<file path="config.mk">
export PLATFORM = sky130hd
export DESIGN_NAME = pad_input_conditioner
export DESIGN_NICKNAME = d
export VERILOG_FILES = /design/src/rtl/pad_input_conditioner_pkg.sv /design/src/rtl/pad_input_conditioner_debounce.sv /design/src/rtl/pad_input_conditioner.sv
export SDC_FILE = /design/constraint.sdc
export NUM_CORES = 1
export LEC_CHECK = 0
export CORE_MARGIN = 4
export CORE_UTILIZATION = 60
export CTS_CLUSTER_SIZE = 12
export DETAILED_ROUTE_END_ITERATION = 8
export PLACE_DENSITY = 0.77
export SLEW_MARGIN = 20
export SYNTH_ARGS = -nofsm -noshare
export SYNTH_HDL_FRONTEND = slang
export SYNTH_SLANG_ARGS = --single-unit
</file>
<file path="constraint.sdc">
create_clock -name clock -period 2.76 [get_ports clock]
set_input_delay 0.552 -clock clock [delete_from_list [all_inputs] [get_ports clock]]
set_output_delay 0.552 -clock clock [all_outputs]
set_load 0.02 [all_outputs]
</file>
<file path="src/rtl/pad_input_conditioner_pkg.sv">
// rtl/pad_input_conditioner_pkg.sv - shared direction indices, defaults and helpers for pad conditioning
package pad_defs;

    // Bit positions in a heading vector, matching the processor's up/right/down/left order
    localparam int DIR_UP    = 0;
    localparam int DIR_RIGHT = 1;
    localparam int DIR_DOWN  = 2;
    localparam int DIR_LEFT  = 3;

    // 10 ms at 50 MHz
    localparam int DEFAULT_DEBOUNCE_CYCLES = 500000;
    localparam int DEFAULT_CNT_W           = 20;

    // True when exactly one direction bit is set
    function automatic logic is_one_hot(input logic [3:0] v);
        return (v != 4'b0000) && ((v & (v - 4'd1)) == 4'b0000);
    endfunction

endpackage

</file>
<file path="src/rtl/pad_input_conditioner_debounce.sv">
// rtl/pad_input_conditioner_debounce.sv - two-flop synchroniser plus stability-count debouncer for one raw bit
module debounce_bit
    import pad_defs::*;
#(
    parameter int DEBOUNCE_CYCLES = DEFAULT_DEBOUNCE_CYCLES,
    parameter int CNT_W           = DEFAULT_CNT_W
) (
    input  logic clock,
    input  logic resetn,
    input  logic raw,
    output logic stable
);

    localparam logic [CNT_W-1:0] LAST_COUNT = CNT_W'(DEBOUNCE_CYCLES - 1);

    logic             meta;
    logic             sync;
    logic [CNT_W-1:0] count;

    // Bring the asynchronous pin into the clock domain
    always_ff @(posedge clock or negedge resetn) begin
        if (!resetn) begin
            meta <= 1'b0;
            sync <= 1'b0;
        end else begin
            meta <= raw;
            sync <= meta;
        end
    end

    // Accept a new level only after it has differed from stable for DEBOUNCE_CYCLES cycles in a row
    always_ff @(posedge clock or negedge resetn) begin
        if (!resetn) begin
            stable <= 1'b0;
            count  <= '0;
        end else if (sync == stable) begin
            count <= '0;
        end else if (count == LAST_COUNT) begin
            stable <= sync;
            count  <= '0;
        end else begin
            count <= count + 1'b1;
        end
    end

endmodule

</file>
<file path="src/rtl/pad_input_conditioner.sv">
// rtl/pad_input_conditioner.sv - debounced, latched joystick headings and pause toggle for the maze processor
module pad_input_conditioner
    import pad_defs::*;
#(
    parameter int DEBOUNCE_CYCLES = DEFAULT_DEBOUNCE_CYCLES,
    parameter int CNT_W           = DEFAULT_CNT_W
) (
    input  logic       clock,
    input  logic       resetn,
    input  logic       joy_n,
    input  logic       joy_e,
    input  logic       joy_s,
    input  logic       joy_w,
    input  logic       sw_up,
    input  logic       sw_right,
    input  logic       sw_down,
    input  logic       sw_left,
    input  logic       pause_btn,
    input  logic       dir_clear,
    output logic [3:0] p0_dir,
    output logic [3:0] p1_dir,
    output logic [1:0] dir_change,
    output logic       paused,
    output logic       pause_pulse
);

    logic [8:0] raw_vec;
    logic [8:0] deb;
    logic [3:0] p0_req;
    logic [3:0] p1_req;
    logic [3:0] p0_prev;
    logic [3:0] p1_prev;
    logic       pause_prev;

    assign raw_vec = {pause_btn, sw_left, sw_down, sw_right, sw_up, joy_w, joy_s, joy_e, joy_n};

    for (genvar i = 0; i < 9; i++) begin : g_deb
        debounce_bit #(
            .DEBOUNCE_CYCLES(DEBOUNCE_CYCLES),
            .CNT_W          (CNT_W)
        ) u_deb (
            .clock (clock),
            .resetn(resetn),
            .raw   (raw_vec[i]),
            .stable(deb[i])
        );
    end

    // Map debounced pins onto heading bit positions for each player
    always_comb begin
        p0_req            = '0;
        p1_req            = '0;
        p0_req[DIR_UP]    = deb[0];
        p0_req[DIR_RIGHT] = deb[1];
        p0_req[DIR_DOWN]  = deb[2];
        p0_req[DIR_LEFT]  = deb[3];
        p1_req[DIR_UP]    = deb[4];
        p1_req[DIR_RIGHT] = deb[5];
        p1_req[DIR_DOWN]  = deb[6];
        p1_req[DIR_LEFT]  = deb[7];
    end

    // Latch a heading only on a single clean direction; clear beats everything, pause freezes
    always_ff @(posedge clock or negedge resetn) begin
        if (!resetn) begin
            p0_dir <= '0;
            p1_dir <= '0;
        end else if (dir_clear) begin
            p0_dir <= '0;
            p1_dir <= '0;
        end else if (!paused) begin
            if (is_one_hot(p0_req)) p0_dir <= p0_req;
            if (is_one_hot(p1_req)) p1_dir <= p1_req;
        end
    end

    // Flag a heading change one cycle after the register moved
    always_ff @(posedge clock or negedge resetn) begin
        if (!resetn) begin
            p0_prev    <= '0;
            p1_prev    <= '0;
            dir_change <= '0;
        end else begin
            p0_prev    <= p0_dir;
            p1_prev    <= p1_dir;
            dir_change <= {p1_dir != p1_prev, p0_dir != p0_prev};
        end
    end

    // Toggle pause and pulse once on each debounced press; release is ignored
    always_ff @(posedge clock or negedge resetn) begin
        if (!resetn) begin
            pause_prev  <= 1'b0;
            paused      <= 1'b0;
            pause_pulse <= 1'b0;
        end else begin
            pause_prev  <= deb[8];
            pause_pulse <= deb[8] & ~pause_prev;
            paused      <= paused ^ (deb[8] & ~pause_prev);
        end
    end

endmodule

</file>
== Word-level counts from Yosys, hierarchy flattened ==
Index checks and enable logic that the tools add are counted.

* Logic and storage cells: 133
* Output and inout bits: 12
* Flip-flop bits (word level): 228
* Bits of input ports: 12

* $add $sub $neg: 11
* Mux-type cells: 24
* Reduce and logical (&&, ||, !) cells: 19
* Eq/ne operators: 21
* Bitwise operators: 14

{| class="wikitable"
|+ Operator list
! operator !! count
|-
| $mux 20 || 18
|-
| $add 20x1->20 const B || 9
|-
| $eq 20x19->1 const B || 9
|-
| $mux 4 || 6
|-
| $reduce_and 2->1 || 11
|-
| $not 1->1 || 10
|-
| $eq 1x1->1 || 9
|-
| $and 4x4->4 || 2
|-
| $logic_not 4->1 || 2
|-
| $ne 4x4->1 || 2
|-
| $reduce_bool 4->1 || 2
|-
| $sub 4x1->4 const B || 2
|-
| $reduce_bool 2->1 || 2
|-
| $logic_and 1x1->1 || 2
|-
| $ne 2x2->1 const B || 1
|-
| $and 1x1->1 || 1
|-
| $xor 1x1->1 || 1
|}

== Logic depth before layout (Yosys ltp) ==
* Word-level depth: 7
* Gate-level depth with buffers: 6
* Depth with buffers taken out: 5

== Cells and area by module ==
From an unflattened synthesis, not the netlist that was laid out.

* Cell total of the unflattened synthesis: 1,074
* Area, all modules: 11,298.3 um^2

{| class="wikitable"
|+ Modules (own cells, without submodules)
! module !! area an instance (um^2) !! cells an instance !! times used
|-
| debounce_bit || 1,141.1 || 109 || 9
|-
| pad_input_conditioner || 1,028.5 || 93 || 1
|}

== Worst setup path after synthesis ==
OpenSTA, ideal clock, no wires.

* Kind: flip-flop to flip-flop
* Start point: reg g_deb[8].u_deb.count[6]
* End point: reg g_deb[8].u_deb.stable
* Required time: 2,635 ps
* Setup slack: 636 ps
* Clock period less this slack: 2,124 ps
* Stages on the path, launching flop included: 5
* Arrival: 2,000 ps
* Cell sequence: dfrtp_1 or4b_2 or4_1 nor2_1 mux2_2

* Longest elaborated chain between the ends: 2

{| class="wikitable"
|+ RTL lines
! element !! RTL line !! text
|-
| from (decl) || pad_input_conditioner_debounce.sv:18 || <nowiki>logic [CNT_W-1:0] count;</nowiki>
|-
| from (signal assigned) || pad_input_conditioner_debounce.sv:42 || <nowiki>count <= count + 1'b1;</nowiki>
|-
| $eq 20x19->1 || pad_input_conditioner_debounce.sv:38 || <nowiki>end else if (count == LAST_COUNT) begin</nowiki>
|-
| $reduce_and 2->1 (no source line) || -- ||
|-
| to (signal assigned) || pad_input_conditioner_debounce.sv:39 || <nowiki>stable <= sync;</nowiki>
|-
| to (decl) || pad_input_conditioner_debounce.sv:11 || <nowiki>output logic stable</nowiki>
|}

No other way between the ends.
A chain may end at the register's enable or synchronous reset.

== Final worst setup path ==
* Start point: reg paused
* End point: out paused

{| class="wikitable"
|+ RTL lines
! element !! RTL line !! text
|-
| from (decl) || pad_input_conditioner.sv:23 || <nowiki>output logic paused,</nowiki>
|-
| from (signal assigned) || pad_input_conditioner.sv:99 || <nowiki>paused <= paused ^ (deb[8] & ~pause_prev);</nowiki>
|}

No word-level cell between the ends.

==> impl_metrics.env <==
export IMPL_cp_max_fo=10
export IMPL_synth_warnings=0
export IMPL_synthTopCellsByCount="228 x dfrtp_1, 160 x nor2_1, 81 x xnor2_1"
export IMPL_crit_family="buffers and inverters"
export IMPL_fin_crit_sh=0.859
export IMPL_peakVddDrop_v=0.000598
export IMPL_criticalPathCategory="reg2out"
export IMPL_slew_viol_final=0
export IMPL_final_cells=1360
export IMPL_drt_wl_total_um=19800
export IMPL_grt_overflow_total=0
export IMPL_gp_congestion=0.862
export IMPL_crit_chain="clkdlybuf4s50_1"
export IMPL_fillers=1335
export IMPL_synth_edff_count=0
export IMPL_worstPathRequired_ns=2.21
export IMPL_wl_per_cell_um=14.6
export IMPL_die_w_um=142
export IMPL_rsz0062_at_grt="false"
export IMPL_final_nets=1143
export IMPL_cts_buffers=24
export IMPL_rr_endpoint="g_deb[4].u_deb.count[16]$_DFF_PN0_"
export IMPL_ys_top_cells_by_area="dfrtp_1 53%, xnor2_1 6.6%, nor2_1 5.6%"
export IMPL_dpl_cell_area_um2=11300
export IMPL_synth_cells=1096
export IMPL_dr_pass1_iters=5
export IMPL_io_pins=24
export IMPL_ys_flop_type="dfrtp_1"
export IMPL_final_cell_area_um2=12100
export IMPL_std_cell_rows=48
export IMPL_vias=7958
export IMPL_ctsResizeCount=0
export IMPL_synth_top_area_frac=0.528
export IMPL_yosys_area_top_type="dfrtp_1"
export IMPL_maxSlewHeadroom=0.535
export IMPL_tightest_slew_ns=0.697
export IMPL_arrival_ns=1.82
export IMPL_start_kind="flop"
export IMPL_r2r_start="g_deb[4].u_deb.count[0]$_DFF_PN0_"
export IMPL_r2r_setup_slack_ns=0.53
export IMPL_syn_avg_cell_area_um2=9.86
export IMPL_clk_latency_ns=0.50
export IMPL_hpwl_um=13200
export IMPL_syn_area_um2=10800
export IMPL_vias_per_cell=5.85
export IMPL_hold_class="in2async"
export IMPL_cpPeakStageDelay_ns=0.70
export IMPL_die_area_um2=20200
export IMPL_power_density_nw_per_um2=548
export IMPL_fmax_ghz=0.422
export IMPL_grt_max_degree=93
export IMPL_die_h_um=142
export IMPL_finalClockSkew_ns=0.00818
export IMPL_antenna_found_initial=0
export IMPL_core_area_um2=17500
export IMPL_ff2ff_path_depth=5
export IMPL_ctsLongestPathBuffers=3
export IMPL_clkSlewWorstSetupHoldPaths_ns=0.06
export IMPL_worst_path_stages=1
export IMPL_slowest_stage="clkdlybuf4s50_1"
export IMPL_grt_usage=0.208
export IMPL_drc_errors=0
export IMPL_drt_initial_drc_count=405
export IMPL_drive_above_1_share=0.0696
export IMPL_total_leakage_power_uw=0.00483
export IMPL_critPathBufInv=1
export IMPL_synth_seq_area_share=0.528
export IMPL_portBuffers=23
export IMPL_cts_tree="built"
export IMPL_setup_violations=0
export IMPL_ys_ff_latch=228
export IMPL_setup_tns_ns=0
export IMPL_grt_pass1_vias=7855
export IMPL_clock_sinks=228
export IMPL_holdBufCountCts=0
export IMPL_syn2layout_area_growth_pct=11.5
export IMPL_placedCellCount=1321
export IMPL_num_antenna_cells=0
export IMPL_ant_nets=0
export IMPL_drv_cap=0
export IMPL_initial_utilization=0.618
export IMPL_grt_pass1_wl_um=35900
export IMPL_hold_viol=0
export IMPL_clk_root_buffer_cell="clkbuf_16"
export IMPL_syn_nets=1117
export IMPL_synth_distinct_cells=47
export IMPL_outcome="finished, final reports clean"
export IMPL_postCtsSetupBuffers=0
export IMPL_endpoint_kind="output port"
export IMPL_synth_most_common_cell="dfrtp_1"
export IMPL_h_tree_depth=1
export IMPL_min_period_ns=2.37
export IMPL_async_reset_ff_frac=1.00
placed cells by master (no fill, tap or decap), types with 38 or more instances in the layout:
cell       n
a21oi_1   56
xnor2_1   81
nand4_1   51
nand2_1   65
o21ai_0   41
dfrtp_1  228
nand3_1   60
xor2_1    51
nor2_1   160
or3_1     38
per-stage QoR:
step	hold slack [ns]	total power (uW)	worst slack [ns]	utilization
2_1_floorplan	0.256	3590	0.636	-
3_3_place_gp	0.335	3710	0.588	0.648
3_5_place_dp	0.336	3720	0.526	0.648
4_1_cts	0.0862	6710	0.349	0.690
5_1_grt	0.122	6890	0.303	0.690
6_report	0.0561	6600	0.388	0.690
power breakdown:
| group | total (uW) | internal, uW | switching (uW) |
|---|---|---|---|
| Clock | 2950 | 1750 | 1200 |
| Sequential | 3440 | 3390 | 46.6 |
| Combinational | 218 | 72.0 | 146 |
cell type report:
type / instances / area [um^2] / area share
clock buffers: 36 / 707 / 0.0587
flip-flops and latches: 228 / 5710 / 0.473
well taps: 225 / 282 / 0.0234
inverters: 30 / 113 / 0.00934
multi-input cells: 799 / 4840 / 0.401
clock inverters: 3 / 15.0 / 0.00125
repair buffers: 39 / 393 / 0.0326
flip-flops by register name, summed over array words and instances, names as in the netlist:
name / count
g_deb.u_deb.meta: 9
paused: 1
p0_prev: 4
pause_prev: 1
p1_prev: 4
g_deb.u_deb.stable: 9
p1_dir: 4
p0_dir: 4
pause_pulse: 1
dir_change: 2
g_deb.u_deb.sync: 9
g_deb.u_deb.count: 180
layer usage:
metal / up-vias / global-route usage / wire, um
li1: 3957 / - / -
met1: 3870 / 0.289 / 9220
met2: 108 / 0.351 / 9640
met3: 23 / 0.0329 / 676
met4: 0 / 0.0404 / 290
met5: - / 0 / 0
worst max-delay path by stage:
stage,start,end
global route,paused$_DFF_PN0_,paused
CTS,paused$_DFF_PN0_,paused
global placement,g_deb[8].u_deb.count[6]$_DFF_PN0_,g_deb[8].u_deb.stable$_DFFE_PN0P_
detailed placement,g_deb[4].u_deb.count[0]$_DFF_PN0_,g_deb[4].u_deb.count[16]$_DFF_PN0_
finish,paused$_DFF_PN0_,paused
floorplan,g_deb[8].u_deb.count[6]$_DFF_PN0_,g_deb[8].u_deb.stable$_DFFE_PN0P_
cells by family (layout without fill, tap and decap cells):
kind of cell / count (synthesis) / count (layout) / synth area share
AO/OA/AOI/OAI: 133 / 133 / 0.0700
XOR/XNOR: 132 / 132 / 0.107
adder cells (fa/ha/maj): 9 / 9 / 0.0104
buffers and inverters: 69 / 108 / 0.0252
flip-flops: 228 / 228 / 0.528
multiplexers: 9 / 9 / 0.00938
AND/OR/NAND/NOR: 516 / 516 / 0.250
Note: power is estimated with default switching activity, not from simulation.
